`src/rtl/exp_golomb_decoder.sv`:
```
// Order-0 exp-Golomb serial decoder.
// Takes one code bit per cycle while valid_i is high and rebuilds each
// DATA_WIDTH-bit symbol. A codeword for x is N zeros followed by y = x+1 written
// MSB-first in N+1 bits.
// Ports:
//   clk_i     clock, rising edge
//   rstn_b_w  asynchronous active-low reset
//   dt_i      serial code bit
//   valid_i   dt_i qualifier; stays high for the whole codeword
//   dt_o      decoded symbol, held until the next valid_o
//   valid_o   one-cycle pulse when dt_o is updated
//   err_o     one-cycle pulse when a codeword is aborted or illegal
//   busy_o    a codeword is in progress (decoded from the state register)
module exp_golomb_decoder #(
  parameter int unsigned DATA_WIDTH = 8,
  parameter int unsigned CNT_WIDTH  = 4
) (
  input  logic                  clk_i,
  input  logic                  rstn_b_w,
  input  logic                  dt_i,
  input  logic                  valid_i,
  output logic [DATA_WIDTH-1:0] dt_o,
  output logic                  valid_o,
  output logic                  err_o,
  output logic                  busy_o
);

  localparam int unsigned AccW = DATA_WIDTH + 1;
  localparam int unsigned ZW   = CNT_WIDTH + 1;

  typedef enum logic [1:0] {
    IDLE,
    PREFIX,
    SUFFIX
  } state_t;

  state_t                state_q, state_d;
  logic [CNT_WIDTH-1:0]  zcnt_q, zcnt_d;
  logic [CNT_WIDTH-1:0]  rem_q, rem_d;
  logic [AccW-1:0]       acc_q, acc_d;
  logic [DATA_WIDTH-1:0] dt_d;
  logic                  valid_d;
  logic                  err_d;

  logic [ZW-1:0]         zcnt_inc;
  logic [AccW-1:0]       acc_shift;
  logic                  in_range;

  // Extra counter bit so the overflow past DATA_WIDTH zeros is visible.
  assign zcnt_inc  = ZW'(zcnt_q) + ZW'(1);
  // Shift the new bit in; the oldest bit falls off the top.
  assign acc_shift = AccW'({acc_q, dt_i});
  // acc - 1 fits in DATA_WIDTH bits unless acc exceeds 2^DATA_WIDTH.
  assign in_range  = !acc_shift[DATA_WIDTH] || (acc_shift[DATA_WIDTH-1:0] == '0);

  assign busy_o = (state_q != IDLE);

  // State and datapath registers.
  always_ff @(posedge clk_i or negedge rstn_b_w) begin
    if (!rstn_b_w) begin
      state_q <= IDLE;
      zcnt_q  <= '0;
      rem_q   <= '0;
      acc_q   <= '0;
      dt_o    <= '0;
      valid_o <= 1'b0;
      err_o   <= 1'b0;
    end else begin
      state_q <= state_d;
      zcnt_q  <= zcnt_d;
      rem_q   <= rem_d;
      acc_q   <= acc_d;
      dt_o    <= dt_d;
      valid_o <= valid_d;
      err_o   <= err_d;
    end
  end

  // Next-state and next-output logic.
  always_comb begin
    state_d = state_q;
    zcnt_d  = zcnt_q;
    rem_d   = rem_q;
    acc_d   = acc_q;
    dt_d    = dt_o;
    valid_d = 1'b0;
    err_d   = 1'b0;

    unique case (state_q)
      IDLE: begin
        if (valid_i) begin
          if (dt_i) begin
            // Single-bit codeword "1" encodes x = 0.
            dt_d    = '0;
            valid_d = 1'b1;
          end else begin
            zcnt_d  = CNT_WIDTH'(1);
            state_d = PREFIX;
          end
        end
      end

      PREFIX: begin
        if (!valid_i) begin
          err_d   = 1'b1;
          state_d = IDLE;
        end else if (!dt_i) begin
          if (zcnt_inc > ZW'(DATA_WIDTH)) begin
            err_d   = 1'b1;
            state_d = IDLE;
          end else begin
            zcnt_d = zcnt_inc[CNT_WIDTH-1:0];
          end
        end else begin
          // Leading 1 of y; zcnt more bits follow.
          acc_d   = AccW'(1);
          rem_d   = zcnt_q;
          state_d = SUFFIX;
        end
      end

      SUFFIX: begin
        if (!valid_i) begin
          err_d   = 1'b1;
          state_d = IDLE;
        end else begin
          acc_d = acc_shift;
          rem_d = CNT_WIDTH'(rem_q - CNT_WIDTH'(1));
          if (rem_q == CNT_WIDTH'(1)) begin
            state_d = IDLE;
            if (in_range) begin
              // Low bits minus one equals acc - 1 modulo 2^DATA_WIDTH.
              dt_d    = acc_shift[DATA_WIDTH-1:0] - DATA_WIDTH'(1);
              valid_d = 1'b1;
            end else begin
              err_d = 1'b1;
            end
          end
        end
      end

      default: begin
        state_d = IDLE;
      end
    endcase
  end

endmodule
```
`config.mk`:
```
export PLATFORM = sky130hd
export DESIGN_NAME = exp_golomb_decoder
export DESIGN_NICKNAME = d
export VERILOG_FILES = /design/src/rtl/exp_golomb_decoder.sv
export SDC_FILE = /design/constraint.sdc
export NUM_CORES = 1
export LEC_CHECK = 0
export CAP_MARGIN = 20
export CORE_ASPECT_RATIO = 2
export CORE_MARGIN = 5
export CORE_UTILIZATION = 51
export DETAILED_ROUTE_END_ITERATION = 8
export MAX_ROUTING_LAYER = met4
export PLACE_DENSITY = 0.86
export SLEW_MARGIN = 25
export SYNTH_ARGS = -nofsm -noshare
export SYNTH_HDL_FRONTEND = slang
export SYNTH_SLANG_ARGS = --single-unit
```
`constraint.sdc`:
```
create_clock -name clk_i -period 2 [get_ports clk_i]
set_input_delay 0.3 -clock clk_i [delete_from_list [all_inputs] [get_ports clk_i]]
set_output_delay 0.3 -clock clk_i [all_outputs]
set_load 0.01 [all_outputs]
```
Word-level counts from Yosys, hierarchy flattened --
Index checks and enable logic that the tools add are counted.
Storage, ports and cells: flip-flop bits (word level) 28, bits of input ports 4, word-level logic and storage cells 79
Cells by class: add/sub/neg operators 3, order comparisons 1, equality and inequality tests 15, mux-type cells 41, reduce and logical (&&, ||, !) cells 12
Operators with widths (count):
- $mux W8 | 8
- $mux W4 | 8
- $pmux W8 S2 | 2
- $ne A2 B2 Y1 const B | 10
- $pmux W4 S2 | 2
- $mux W2 | 7
- $reduce_and A6 Y1 | 2
- $mux W1 | 11
- $logic_not A8 Y1 | 1
- $reduce_and A4 Y1 | 2
- $reduce_bool A2 Y1 | 4
- $sub A8 B1 Y8 const B | 1
- $pmux W2 S3 | 1
- $add A4 B1 Y5 const B | 1
- $gt A5 B4 Y1 const B | 1
- $eq A4 B1 Y1 const B | 1
- $ne A4 B4 Y1 const B | 1
- $pmux W1 S2 | 2
- $sub A4 B1 Y4 const B | 1
- $ne A3 B3 Y1 const B | 1
- $eq A2 B1 Y1 const B | 1
- $eq A2 B2 Y1 const B | 1
- $logic_not A2 Y1 | 1
- $logic_not A1 Y1 | 1
- $logic_or A1 B1 Y1 | 1

Depth between registers and ports, before layout --
depth in word-level cells 6, mapped depth 8, mapped depth without buffers 6

Worst setup path before layout --
Ideal clock, no wire load.
path kind flip-flop to flip-flop, start point register acc_q[2], end point register dt_o[2], arrival time 1797 ps, slack 65 ps, stages on the path, launching flop included 8, period minus slack after synthesis 1935 ps, cell sequence dfrtp_1 -> buf_6 -> or4_4 -> o311a_1 -> buf_6 -> buf_6 -> o21ai_0 -> o41ai_1
On the way: longest elaborated chain between the ends 4
Ends and longest elaborated chain:
- from (decl) | RTL line 40 | logic [AccW-1:0] acc_q, acc_d;
- from (signal assigned) | RTL line 64 | acc_q <= '0;
- from (signal assigned) | RTL line 72 | acc_q <= acc_d;
- $logic_not A8 Y1 | RTL line 54 | assign in_range = !acc_shift[DATA_WIDTH] || (acc_shift[DATA_WIDTH-1:0] == '0);
- $logic_or A1 B1 Y1 | RTL line 54
- $ne A2 B2 Y1 (no line)
- $reduce_and A6 Y1 (no line)
- to (signal assigned) | RTL line 73 | dt_o <= dt_d;
- to (decl) | RTL line 22 | output logic [DATA_WIDTH-1:0] dt_o,
No other way between the ends. A chain may end at the register's enable or synchronous reset.

Worst setup path in the final report --
start point register state_q[0], end point register dt_o[6]
On the way: longest elaborated chain between the ends 3, elaborated cells between the ends (all ways) 10
Ends and longest elaborated chain:
- from (decl) | RTL line 37 | state_t state_q, state_d;
- from (signal assigned) | RTL line 69 | state_q <= state_d;
- $eq A2 B2 Y1 or $logic_not A2 Y1 (tied branches) | RTL line 89 | unique case (state_q)
- $ne A2 B2 Y1 (no line) or $reduce_bool A2 Y1 (tied branches)
- $reduce_and A6 Y1 (no line)
Parallel ways exist; a longest one is shown, timed or not.

==> results.toml <==
[global_route]
antenna_found_initial = 0
first_global_vias = 1531
grt_start_max_net_pins = 29
gr-total-overflow = 0
grt_pass1_wl_mm = 6.78
grt_usage_pct = 19.0

[timing]
fin_skew_ps = 2.65
post-route-min-period_ps = 1950
setup_viol = 0
tightest_slew_ps = 569
timing.final.ws_setup_ps = 48.4
max_freq_ghz = 0.512
max_slew_margin_pct = 61.5
maxSlewViolCount = 0
final_hold_viol_count = 0
final.period_utilization_pct = 97.6

[clocking]
cts_tree = "built"
clock_sinks = 28
cts_buffers = 3
insertion_delay_ps = 270
ctsHoldBuffers = 0
cts_max_level = 1
clk_root_buffer_cell = "clkbuf_8"
clockBufferDepth = 2
clk_pin_slew_worst_paths_ps = 90

[yosys]
ys_warn_count = 0
synth_seq_cells = 28
synth_edf_count = 0
ys_types = 43
syn_area_per_cell_sq_um = 9.18
netlist.top_cell.by_area = "dfrtp_1"
synth_area_leaders = "dfrtp_1 (40%), ha_1 (6.5%), o21ai_0 (6.3%)"
synth-main-ff-cell = "dfrtp_1"
syn_inst = 189
synth_area_sq_um = 1730
synth_top_area_share_pct = 40.4
synth-seq-area-share_pct = 40.4
async_flop_share_pct = 100
syn-num-nets = 202

[floorplan]
io_pins = 15
die_w_um = 51.2
core_area_sq_um = 3340
dieArea_sq_um = 4740
core.rowCount = 30
die_h_um = 92.5
start_util_pct = 51.9

[power_and_ir_drop]
p_per_area_nw_per_um2 = 1060
peakVddDrop_mv = 0.602
p_leak_nw = 0.915
power_mw = 2.25

[drt]
firstDrtPassIters = 4
wl_per_cell_um = 15.8
m1WireLength_mm = 1.45
routed-wl-met2_mm = 2.33
drtAntennaViolNets = 0
viasPerCell = 6.04
routed_wl_mm = 4.00
drc = 0
drt-initial-drc-count = 26
dr_total_vias = 1533
route.met3.wl_um = 86
highest_layer = "met4"

[setup_path]
critPathArrivalTime_ps = 2110
crit_type = "reg2reg"
worstPathRequired_ps = 2160
end_kind = "register"
worstPathMaxFanout = 16
startpoint_type = "register"

[finish]
fin_nets = 237
instances_no_fill = 254
drive_gt1_share_pct = 16.7
design_area_sq_um = 2130
antenna_cells = 0
synthToLayoutAreaGrowth_pct = 22.6

[placement]
dpl-instance-area_sq_um = 2060
place.gp.congestion = 0.904
io_buffer_count = 14
dp_cells = 251
place_ws_ps = -48.5
hpwl_mm = 3.14

[min_path]
hp-class = "in2async"

[run_status]
status = "complete, no violations"

[run]
maxCapViolCount = 0
==> repair_timing <==
item	in CTS	in global routing
endpoints found under the hold margin	0	0
resized for setup	1	5
setup endpoints to repair	1	10
pin swaps	0	0
setup buffers	0	0
==> sequential cells by signal, indices dropped and copies added (netlist names) <==
| signal | cells |
|---|---|
| dt_o | 8 |
| valid_o | 1 |
| zcnt_q | 4 |
| rem_q | 4 |
| acc_q | 8 |
| err_o | 1 |
| state_q | 2 |
==> path summary, 6_finish.rpt <==
check,cells past startpoint,slack (ps),start,end
max in group asynchronous,2,1340,rstn_b_w,zcnt_q[3]
max,7,50,state_q[0],dt_o[6]
max reg2reg,7,50,state_q[0],dt_o[6]
min in group clk_i,2,500,dt_o[0],dt_o[0]
min reg2reg,2,500,dt_o[0],dt_o[0]
min,2,390,rstn_b_w,err_o
==> critical path: stages, from the launching register on <==
cell and delay [ps]:
dfrtp_1 390, inv_1 80, ha_1 250, nor4bb_1 300
buf_4 180, o221ai_1 110, buf_4 200, o41ai_1 320
==> cell type report <==
| class | count | area (sq um) |
|---|---|---|
| sequential | 28 | 701 |
| inverter | 12 | 45.0 |
| timing repair buffer | 41 | 354 |
| tap | 32 | 40.0 |
| clock buffer | 3 | 41.3 |
| fill | 279 | 1210 |
| multi-input combinational | 138 | 945 |
==> stage by stage <==
step | util (%) | TNS [ps] | hold WS [ps]
global route | 63.6 | -250 | 431
finish | 63.6 | 0 | 392
global placement | 61.8 | 0 | 482
CTS | 63.0 | 0 | 404
detailed placement | 61.8 | -238 | 478
floorplan | - | 0 | 4.41
==> layout by cell type (no fill, tap or decap), drive strengths merged, types with 4 or more instances in the layout <==
cell           instances
dfrtp                 28
buf                   27
o21ai                 23
nand2                 22
clkdlybuf4s50         13
inv                   12
nor2                  10
ha                     9
o41ai                  9
nand2b                 8
xnor2                  5
nor3                   5
or4                    4
==> per-layer routing <==
layer	global-route usage, %	up-vias
met5	-	-
met4	9.63	0
met3	1.61	10
met2	35.7	25
met1	18.7	740
li1	-	758
==> report_power, final <==
part           internal [mW]  switching [mW]
clock                  0.135           0.163
sequential             0.703           0.111
combinational          0.551           0.588
total                   1.39           0.861
==> cell usage after synthesis (all sizes together) (4+ instances only) <==
master   n
o21ai   23
nand2b   8
nand2   22
xnor2    5
o41ai    9
nor2    10
nor3     5
ha       9
buf      4
dfrtp   28
inv     12
or4      4
clkbuf   7
==> cells by family after synthesis <==
family / synth area share (%)
buffers and inverters: 6.35
AND/OR/NAND/NOR: 18.0
AO/OA/AOI/OAI: 24.5
flip-flops: 40.4
multiplexers: 1.15
adder cells (fa/ha/maj): 6.49
XOR/XNOR: 3.03
No activity file was read; power rests on OpenSTA's default activity.
